## src/rtl/crosshair_render_pkg.sv

```systemverilog
// rtl/crosshair_render_pkg.sv - shared video types and constants for the crosshair path
package crosshair_render_pkg;

    // 24-bit RGB colour, 8 bits per channel (R in the top byte)
    typedef logic [23:0] color_t;

    localparam color_t COLOR_DEF   = 24'hFF_00_00;

    // Visible screen size
    localparam int     SCREEN_W    = 1024;
    localparam int     SCREEN_H    = 768;

    // Crosshair centre after reset; the mover starts from the same point
    localparam int     X_RESET_DEF = 400;
    localparam int     Y_RESET_DEF = 300;

endpackage

```

## src/rtl/crosshair_render_abs_diff.sv

```systemverilog
// rtl/crosshair_render_abs_diff.sv - magnitude of the difference of two 11-bit unsigned values
//
// Ports:
//   a, b : 11-bit unsigned operands
//   mag  : |a - b|, 11 bits (never wraps, max 2047)
module crosshair_render_abs_diff (
    input  logic [10:0] a,
    input  logic [10:0] b,
    output logic [10:0] mag
);

    // Zero-extended 12-bit subtraction; bit 11 is the sign of a - b
    logic [11:0] diff;

    assign diff = {1'b0, a} - {1'b0, b};

    // Magnitude is always < 2048, so negating the low 11 bits is exact
    assign mag = diff[11] ? (~diff[10:0] + 11'd1) : diff[10:0];

endmodule

```

## src/rtl/crosshair_render.sv

```systemverilog
// rtl/crosshair_render.sv - per-pixel crosshair renderer with frame-latched coordinates
//
// Ports:
//   clk, reset_n                     pixel clock, synchronous active-low reset
//   hcount, vcount                   current pixel column / row from the timing generator
//   hsync_in, vsync_in, blank_in     syncs (active low) and blank from the timing generator
//   x_in, y_in, show, blink          crosshair centre and controls from the mover
//   pixel                            COLOR on crosshair pixels, else 0
//   hsync_out, vsync_out, blank_out  sync/blank delayed two cycles to match pixel
//   frame_tick                       one-cycle pulse after coordinates are latched
module crosshair_render
    import crosshair_render_pkg::*;
#(
    parameter color_t COLOR        = COLOR_DEF,
    parameter int     ARM          = 16,
    parameter int     HALF_T       = 1,
    parameter int     BLINK_FRAMES = 15,
    parameter int     X_RESET      = X_RESET_DEF,
    parameter int     Y_RESET      = Y_RESET_DEF
) (
    input  logic        clk,
    input  logic        reset_n,
    input  logic [10:0] hcount,
    input  logic [9:0]  vcount,
    input  logic        hsync_in,
    input  logic        vsync_in,
    input  logic        blank_in,
    input  logic [10:0] x_in,
    input  logic [9:0]  y_in,
    input  logic        show,
    input  logic        blink,
    output color_t      pixel,
    output logic        hsync_out,
    output logic        vsync_out,
    output logic        blank_out,
    output logic        frame_tick
);

    localparam int FC_W = (BLINK_FRAMES > 1) ? $clog2(BLINK_FRAMES) : 1;

    // Frame-latched state
    logic            vsync_prev;
    logic [10:0]     x_l;
    logic [9:0]      y_l;
    logic            show_l;
    logic [FC_W-1:0] fc;
    logic            ph;

    // Stage 1 registers
    logic [10:0]     dx_q;
    logic [10:0]     dy_q;
    logic            hs_q;
    logic            vs_q;
    logic            bl_q;
    logic            en_q;

    logic [10:0]     dx;
    logic [10:0]     dy;
    logic            frame_start;
    logic            horiz;
    logic            vert;

    assign frame_start = vsync_prev & ~vsync_in;

    crosshair_render_abs_diff u_abs_x (
        .a   (hcount),
        .b   (x_l),
        .mag (dx)
    );

    crosshair_render_abs_diff u_abs_y (
        .a   ({1'b0, vcount}),
        .b   ({1'b0, y_l}),
        .mag (dy)
    );

    // Coordinates, enable and blink phase change only on the vsync falling edge
    always_ff @(posedge clk) begin
        if (!reset_n) begin
            vsync_prev <= 1'b1;
            x_l        <= 11'(X_RESET);
            y_l        <= 10'(Y_RESET);
            show_l     <= 1'b0;
            fc         <= '0;
            ph         <= 1'b1;
            frame_tick <= 1'b0;
        end else begin
            vsync_prev <= vsync_in;
            frame_tick <= frame_start;
            if (frame_start) begin
                x_l    <= x_in;
                y_l    <= y_in;
                show_l <= show;
                if (!blink) begin
                    fc <= '0;
                    ph <= 1'b1;
                end else if (fc == FC_W'(BLINK_FRAMES - 1)) begin
                    fc <= '0;
                    ph <= ~ph;
                end else begin
                    fc <= fc + 1'b1;
                end
            end
        end
    end

    // Stage 1: distances plus delayed syncs. The enable travels with the
    // distances so every pixel is judged against the state it was measured with.
    always_ff @(posedge clk) begin
        if (!reset_n) begin
            dx_q <= '0;
            dy_q <= '0;
            hs_q <= 1'b1;
            vs_q <= 1'b1;
            bl_q <= 1'b1;
            en_q <= 1'b0;
        end else begin
            dx_q <= dx;
            dy_q <= dy;
            hs_q <= hsync_in;
            vs_q <= vsync_in;
            bl_q <= blank_in;
            en_q <= show_l & ph;
        end
    end

    assign horiz = (dy_q <= 11'(HALF_T)) && (dx_q <= 11'(ARM));
    assign vert  = (dx_q <= 11'(HALF_T)) && (dy_q <= 11'(ARM));

    // Stage 2: hit test and colour mux
    always_ff @(posedge clk) begin
        if (!reset_n) begin
            pixel     <= '0;
            hsync_out <= 1'b1;
            vsync_out <= 1'b1;
            blank_out <= 1'b1;
        end else begin
            pixel     <= ((horiz | vert) & en_q & ~bl_q) ? COLOR : '0;
            hsync_out <= hs_q;
            vsync_out <= vs_q;
            blank_out <= bl_q;
        end
    end

endmodule

```

## config.mk

```make
export PLATFORM = sky130hd
export DESIGN_NAME = crosshair_render
export DESIGN_NICKNAME = d
export VERILOG_FILES = /design/src/rtl/crosshair_render_pkg.sv /design/src/rtl/crosshair_render_abs_diff.sv /design/src/rtl/crosshair_render.sv
export SDC_FILE = /design/constraint.sdc
export NUM_CORES = 1
export LEC_CHECK = 0
export CAP_MARGIN = 25
export CORE_ASPECT_RATIO = 0.5
export CORE_MARGIN = 2
export CORE_UTILIZATION = 46
export DETAILED_ROUTE_END_ITERATION = 6
export PLACE_DENSITY_LB_ADDON = 0.05
export SYNTH_ARGS = -nofsm -noshare
export SYNTH_HDL_FRONTEND = slang
export SYNTH_SLANG_ARGS = --single-unit
```

## constraint.sdc

```tcl
create_clock -name clk -period 2.55 [get_ports clk]
set_input_delay 0.255 -clock clk [delete_from_list [all_inputs] [get_ports clk]]
set_output_delay 0.255 -clock clk [all_outputs]
set_load 0.02 [all_outputs]
```

* Yosys cells after proc, flatten, opt, wreduce, memory -nomap -nowiden
Cells that the tools add are included.
** Cells by class
- Magnitude comparators :: 4
- Reductions and logical operators :: 3
- Equality and inequality tests :: 2
- Bitwise operators :: 10
- Add/sub/neg operators :: 5
- Mux-type cells :: 7
** Operator list (number)
- $mux 24 :: 1
- $add 11x1->11 const B :: 2
- $le 11x1->1 const B :: 2
- $le 11x5->1 const B :: 2
- $mux 11 :: 2
- $not 11->11 :: 2
- $sub 11x11->12 :: 1
- $sub 10x10->11 :: 1
- $mux 4 :: 2
- $add 4x1->4 const B :: 1
- $and 1x1->1 :: 4
- $eq 4x4->1 const B :: 1
- $not 1->1 :: 3
- $logic_and 1x1->1 :: 2
- $mux 1 :: 2
- $ne 2x1->1 const B :: 1
- $reduce_and 2->1 :: 1
- $or 1x1->1 :: 1
** Word-level totals
- Output and inout bits :: 28
- Bits of input ports :: 49
- Bits in registers :: 81
- Logic and storage cells :: 47

* Logic depth before layout (Yosys ltp)
Gate-level depths: netlist of run 1.
- Depth after elaboration :: 6
- Depth in mapped cells :: 12
- Depth with buffers taken out :: 11

* Cells and area by module
From an unflattened synthesis of run 1, not the netlist that was laid out.
** Unflattened totals
- Cells, all modules :: 457
- Area, all modules :: 3792.4 um2
** By module, submodules not included
- crosshair_render :: sequential area each 1161.1 um2, instances 1, area an instance 2079.5 um2, cells an instance 223
- crosshair_render_abs_diff (u_abs_y) :: sequential area each 0.0 um2, instances 1, area an instance 885.8 um2, cells an instance 119
- crosshair_render_abs_diff (u_abs_x) :: sequential area each 0.0 um2, instances 1, area an instance 827.0 um2, cells an instance 115

* Worst setup path after synthesis of run 1
OpenSTA, ideal clock, no wires.
- Path type :: register -> register
- From :: reg x_l[0]
- To :: reg dx_q[8]
- Path buffers :: 0
- Clock period less this slack :: 2508 ps
- Data arrival time :: 2393 ps
- Stages on the path, launching flop included :: 10
- Data required time :: 2435 ps
- Library setup time :: 115 ps
- Slack :: 42 ps
- Path through :: dfxtp_1 > ha_1 > fa_1 > nor2b_4 > o21a_1 > o21ai_0 > a211oi_4 > or4b_4 > nor3b_1 > o21a_1
** On the way
- Word-level cells in the longest chain between the ends :: 4
** RTL lines
- start: declaration :: RTL line crosshair_render.sv:43 : logic [10:0] x_l;
- start signal: assignment :: RTL line crosshair_render.sv:81 : x_l <= 11'(X_RESET);
- start signal: assignment :: RTL line crosshair_render.sv:91 : x_l <= x_in;
- $sub 11x11->12 * :: RTL line crosshair_render_abs_diff.sv:15 : assign diff = {1'b0, a} - {1'b0, b};
- $not 11->11 :: RTL line crosshair_render_abs_diff.sv:18 : assign mag = diff[11] ? (~diff[10:0] + 11'd1) : diff[10:0];
- $add 11x1->11 :: RTL line crosshair_render_abs_diff.sv:18
- $mux 11 * :: RTL line crosshair_render_abs_diff.sv:18
- end signal: assignment :: RTL line crosshair_render.sv:111 : dx_q <= '0;
- end signal: assignment :: RTL line crosshair_render.sv:118 : dx_q <= dx;
- end: declaration :: RTL line crosshair_render.sv:50 : logic [10:0] dx_q;
Every way passes the cells marked *; elsewhere a longest branch is shown, timed or not.
A chain may end at the register's enable or synchronous reset.

* Worst setup path in the final report of run 1
- From :: reg x_l[0]
- To :: reg dx_q[10]
Same word-level chain as after synthesis.

==> flow_summary.ini, run 1 <==
[logic_synthesis]
synthFlopType = dfxtp_1
synth-async-reset-ratio_pct = 0
yosys_warnings = 0
netlist.area_leader.share_pct = 33.2
syn_area_per_cell_um2 = 8.24
yosysUniqueCellTypes = 59
synth-seq-cells = 58
synth_area_leaders = dfxtp_1 (33%), ha_1 (8.9%), nand2_1 (5.1%), buf_4 (4.9%), a21oi_1 (4.3%)
yosysSeqAreaShare_pct = 33.2
synth_area_leader_cell = dfxtp_1
syn_area_um2 = 3500
synth_cells = 425
synth_edf_count = 0

[place]
gp_congestion = 0.810
dp_slack_ns = -0.517
hpwl_mm = 6.26
place_area_um2 = 4450
place.port_buffers = 60

[worst_setup_path]
r2r_slack_ns = 0.02
arrival_ns = 2.78
end_kind = register
timing.rr.end = dx_q[10]
critPathCapture = dx_q[10]
r2r-start = x_l[0]
criticalPathCategory = register to register
path_max_fanout = 3
required_ns = 2.80
ff2ff_path_depth = 9
worstSetupStartpointType = register
crit_start = x_l[0]

[power]
power_uw = 3220
peakVddDrop_uv = 362
p_leak_uw = 0.00211
power.density_nw_per_um2 = 663

[timing]
hold_viol = 0
fin_ws_ns = 0.0178
max_freq_mhz = 395
grt_setup_unrepaired = yes
drv_slew = 0
finalCritPeriodShare_pct = 99.3
finalSetupViolCount = 0
fin_crit_ns = 2.53
tns_ns = 0
fin_skew_ns = 0.00455

[route]
first_pass_iters = 4
finalWirelength_mm = 8.04
via_count = 3194
viasPerCell = 5.08
route.detailed.drc = 0
wl_per_cell_um = 12.8
antenna_left = 0
first_iter_violations = 84

[layout]
mostFrequentLayoutCells = clkdlybuf4s50_1 (58), dfxtp_1 (56), buf_4 (54)
layout-drive-gt1-share_pct = 18.0
design_area_um2 = 4860
syn2layout_area_growth_pct = 38.9
antennaDiodeCount = 0
utilization_pct = 66.2
final_common_cell = clkdlybuf4s50_1
nNetsFinal = 604

[clock_tree]
cts.sinks = 58
clock_latency_ns = 0.32
numCtsBuffers = 9
clock_path_buffers = 2
htree_levels = 3
cts_tree = built
root_buffer = clkbuf_16
clkSlewWorstSetupHoldPaths_ns = 0.05
hold_buffers = 0

[job]
max_cap_violations = 0

[global_route]
grt.overflow.total = 0
grtUsageTotal_pct = 20.1
grt_pass1_vias = 3024
grt_antenna_before_repair = 0
grt_max_degree = 23
grt_pass1_wl_mm = 13.4

[floorplanning]
io_pins = 77
start_util_pct = 47.6
die_area_um2 = 8370
die_x_um = 127
die-height_um = 65.7
row_count = 22
core_um2 = 7350

[hold_path]
hold_path.class = register to register

[run_status]
outcome = complete, no violations
## worst min-delay path by stage
stage,startpoint,endpoint,cells after the start
6_report,hs_q,hsync_out,1
3_5_place_dp,hs_q,hsync_out,1
2_1_floorplan,reset_n,vs_q,1
5_1_grt,hs_q,hsync_out,1
4_1_cts,hs_q,hsync_out,1
3_3_place_gp,hs_q,hsync_out,1
## Yosys cell counts, drive strengths merged (2+ instances only)
cell and number:
dfxtp 58, nand2 48, inv 34, nor2 32, a21oi 30, ha 25, buf 24, clkbuf 13
xnor2 13, nand2b 12, xor2 11, o21ai 10, nor3 9, nand3 8, o211ai 8, or3 7
a211oi 6, a21o 6, a31oi 6, o21a 6, and3 5, nor4 5, mux2i 4, nor2b 4
a221oi 3, nor3b 3, o2111ai 3, a21boi 2, a311oi 2, and2 2, fa 2, nand4 2
or4 2
## registers in the layout (all words and copies together), names as in the netlist
name and count:
dx_q 11, dy_q 11, x_l 11, y_l 10, fc 4, bl_q 1, blank_out 1, en_q 1
frame_tick 1, hs_q 1, hsync_out 1, ph 1, pixel 1, show_l 1, vs_q 1, vsync_out 1
## kinds of logic (layout without fill, tap and decap cells)
kind of cell    Yosys count  count (layout)  synth area share [%]
fa+ha+maj                27              27                  10.1
compound gates           95              95                  18.9
simple gates            144             144                  20.4
xor+xnor                 24              24                  6.00
flops                    58              58                  33.2
buf+inv                  72             165                  10.2
other cells               1              16                 0.107
mux                       4               4                  1.14
## metrics by stage
stage | cells | hold slack (ns)
after floorplan | 440 | 0.350
after global placement | 612 | 0.389
after global routing | 629 | 0.442
after CTS | 628 | 0.425
final | 629 | 0.420
after detailed placement | 612 | 0.412
## routing by layer
metal / GRT usage (%) / vias up / wire, µm
met4: 4.67 / 0 / 17
li1: - / 1641 / -
met2: 35.0 / 71 / 3850
met1: 24.3 / 1480 / 3830
met3: 6.68 / 2 / 343
met5: 0 / - / 0
## report_power, final
group / switching, µW / total [µW] / internal, µW
sequential: 34.2 / 1040 / 1000
clock: 418 / 1270 / 851
combinational: 456 / 919 / 463
## cell type report
cell class	count	area, µm²
fillers	631	2490
multi-input cells	310	2120
flip-flops and latches	58	1160
repair buffers	114	1000
clock buffers	9	225
inverters	35	131
well taps	96	120
clock inverters	7	93.8
## what timing repair did
| item | in CTS | in global routing |
|---|---|---|
| pin swaps | 2 | 5 |
| setup endpoints to repair | 2 | 11 |
| setup buffers | 0 | 1 |
| gates resized for setup | 10 | 12 |
| hold endpoints to repair | 0 | 0 |
## worst max-delay path, stage by stage, from the launching register on
cell,delay (ns)
dfxtp_2,0.34
ha_4,0.14
fa_2,0.24
nor2b_4,0.05
o21a_1,0.19
or3_4,0.35
a211oi_4,0.24
or4b_4,0.52
o31ai_4,0.20
mux2i_1,0.20
No activity file was read; power rests on OpenSTA's default activity.
==> run 2, diff against run 1 <==
--- a/config.mk
+++ b/config.mk
@@ -5,9 +5,10 @@
 export SDC_FILE = /design/constraint.sdc
 export NUM_CORES = 1
 export LEC_CHECK = 0
+export ABC_CLOCK_PERIOD_IN_PS = 2550
 export CAP_MARGIN = 25
 export CORE_ASPECT_RATIO = 0.5
-export CORE_MARGIN = 2
+export CORE_MARGIN = 8
 export CORE_UTILIZATION = 46
 export DETAILED_ROUTE_END_ITERATION = 6
 export PLACE_DENSITY_LB_ADDON = 0.05
==> constraint.sdc (replaced) <==
create_clock -name clk -period 2.55 [get_ports clk]
set_input_delay 0.255 -clock clk [delete_from_list [all_inputs] [get_ports clk]]
set_output_delay 0.255 -clock clk [all_outputs]
set_load 0.1 [all_outputs]
==> flow_summary.ini, run 2 (synthesis results as in run 1) <==
[worst_setup_path]
arrival_ns = 2.74
path_cells = clkdlybuf4s50_1, buf_4, ha_1, nand2b_1, a21oi_1, mux2i_2, a211oi_4, buf_4, buf_4, and3_2, or3_1, a21oi_1
criticalPathCategory = primary input to register
ff2ff_path_depth = 9
worst_path_largest_cell_delay_ns = 0.43
path_max_fanout = 3
r2r_slack_ns = 0.06
path_buf_inv = 4
timing.rr.end = dx_q[10]
cp_top_family = buffers and inverters
cpMaxStageDelayCell = clkdlybuf4s50_1
required_ns = 2.80
r2r-start = x_l[0]
worstSetupStartpointType = primary input
end_kind = register
crit_top_cell = buf_4

[timing]
fin_skew_ns = 0.00806
finalSetupViolCount = 0
hold_viol = 0
grt_setup_unrepaired = yes
drv_slew = 0
finalCritPeriodShare_pct = 97.7
fin_ws_ns = 0.0587
tns_ns = 0
max_freq_mhz = 401
fin_crit_ns = 2.49

[place]
place.port_buffers = 60
hpwl_mm = 6.64
place_inst = 609
gp_congestion = 0.806
dp_slack_ns = -0.503

[layout]
antennaDiodeCount = 0
nNetsFinal = 602
syn2layout_area_growth_pct = 37.2
mostFrequentLayoutCells = buf_4 (64), dfxtp_1 (57), nand2_1 (48)
final_common_cell = buf_4
fin_cells = 627
layout-drive-gt1-share_pct = 19.0
top_regs = dx_q x11, dy_q x11, x_l x11

[floorplanning]
die_x_um = 139
die-height_um = 77.7
die_area_um2 = 10800
core_um2 = 7350
start_util_pct = 47.6
row_count = 22
io_pins = 77

[power]
power.switching_uw = 995
sequentialPowerShare_pct = 31.0
cellInternalPower_uw = 2340
p_leak_uw = 0.00212
sw_frac_of_total_pct = 29.8
share_comb_of_total_power_pct = 30.4
power.density_nw_per_um2 = 695
peakVddDrop_uv = 414
clockPowerShare_pct = 38.5

[route]
finalWirelength_mm = 8.44
wl_per_cell_um = 13.5
route.detailed.drc = 0
viasPerCell = 5.02
first_pass_iters = 4
antenna_left = 0
via_count = 3145
first_iter_violations = 144

[hold_path]
hold_path.class = register to register
min_to = hsync_out
hp-start = hs_q
hold-path-cell-count = 1

[clock_tree]
htree_levels = 3
cts.sinks = 58
cts_tree = built
clock_latency_ns = 0.33
clock_path_buffers = 2
clkSlewWorstSetupHoldPaths_ns = 0.05
root_buffer = clkbuf_16
numCtsBuffers = 9

[global_route]
grt.overflow.total = 0
grt_pass1_wl_mm = 14.1
grt_pass1_vias = 3210
grtUsageTotal_pct = 15.5
grt_max_degree = 34
grt_antenna_before_repair = 0

[job]
max_cap_violations = 0

[run_status]
outcome = complete, no violations
## run 2: cell count changes in the layout (fill, tap and decap cells not counted), sizes merged
cell,delta
clkbuf,+2
clkdlybuf4s50,-12
clkinvlp,-1
clkinv,-1
buf,+10
## run 2: worst max path at each step
stage / cells after the start / slack, ns / to / start
2_1_floorplan: 9 / 0.04 / dx_q[8] / x_l[0]
3_3_place_gp: 11 / -0.44 / dx_q[10] / hcount[0]
3_5_place_dp: 11 / -0.50 / dx_q[10] / hcount[0]
4_1_cts: 9 / -0.03 / dx_q[10] / x_l[0]
5_1_grt: 10 / -0.06 / dx_q[10] / hcount[1]
6_report: 12 / 0.06 / dx_q[6] / hcount[1]
## run 2: cell type report
type | count | area, µm²
multi-input combinational | 310 | 2110
clock buffer | 11 | 243
tap | 96 | 120
inverter | 35 | 131
sequential | 58 | 1160
clock inverter | 5 | 77.6
fill | 628 | 2550
timing repair buffer | 112 | 958
## run 2: metrics by stage
stage                     hold WS (ns)  utilization [%]  power (µW)  cell area [µm²]
after detailed placement         0.408             59.9        2030             4400
after global placement           0.388             59.9        2010             4400
after global routing             0.431             65.3        3510             4800
after CTS                        0.420             64.9        3340             4770
after floorplan                  0.350                -        1710             3560
final                            0.414             65.3        3340             4800
## run 2: metal layers
layer | up-vias | GRT usage (%) | wire length (µm)
met1 | 1440 | 18.4 | 4120
met4 | 0 | 4.34 | 118
met2 | 63 | 25.5 | 3780
met5 | - | 0 | 0
met3 | 9 | 6.47 | 417
li1 | 1633 | - | -
## run 2: worst reg2reg max path, cell delays in order (launching register included)
cell	delay (ns)
dfxtp_2	0.35
ha_4	0.14
fa_2	0.23
nor2b_4	0.05
o21a_1	0.19
or3_4	0.35
a211oi_4	0.21
or4b_4	0.51
o31ai_4	0.19
mux2i_1	0.19
## run 2: power groups by stage
stage | clock [µW] | sequential, µW | combinational, µW
6_report | 1290 | 1040 | 1020
5_1_grt | 1350 | 1050 | 1110
4_1_cts | 1300 | 1040 | 1000
3_5_place_dp | 0 | 1050 | 977
3_3_place_gp | 0 | 1050 | 958
2_1_floorplan | 0 | 1060 | 645
## run 2: what timing repair did
item / 4_1_cts / 5_1_grt
hold buffers: 0 / 0
buffers inserted: 2 / 0
setup endpoints to repair: 3 / 9
gates resized for setup: 10 / 6
pin swaps: 7 / 5
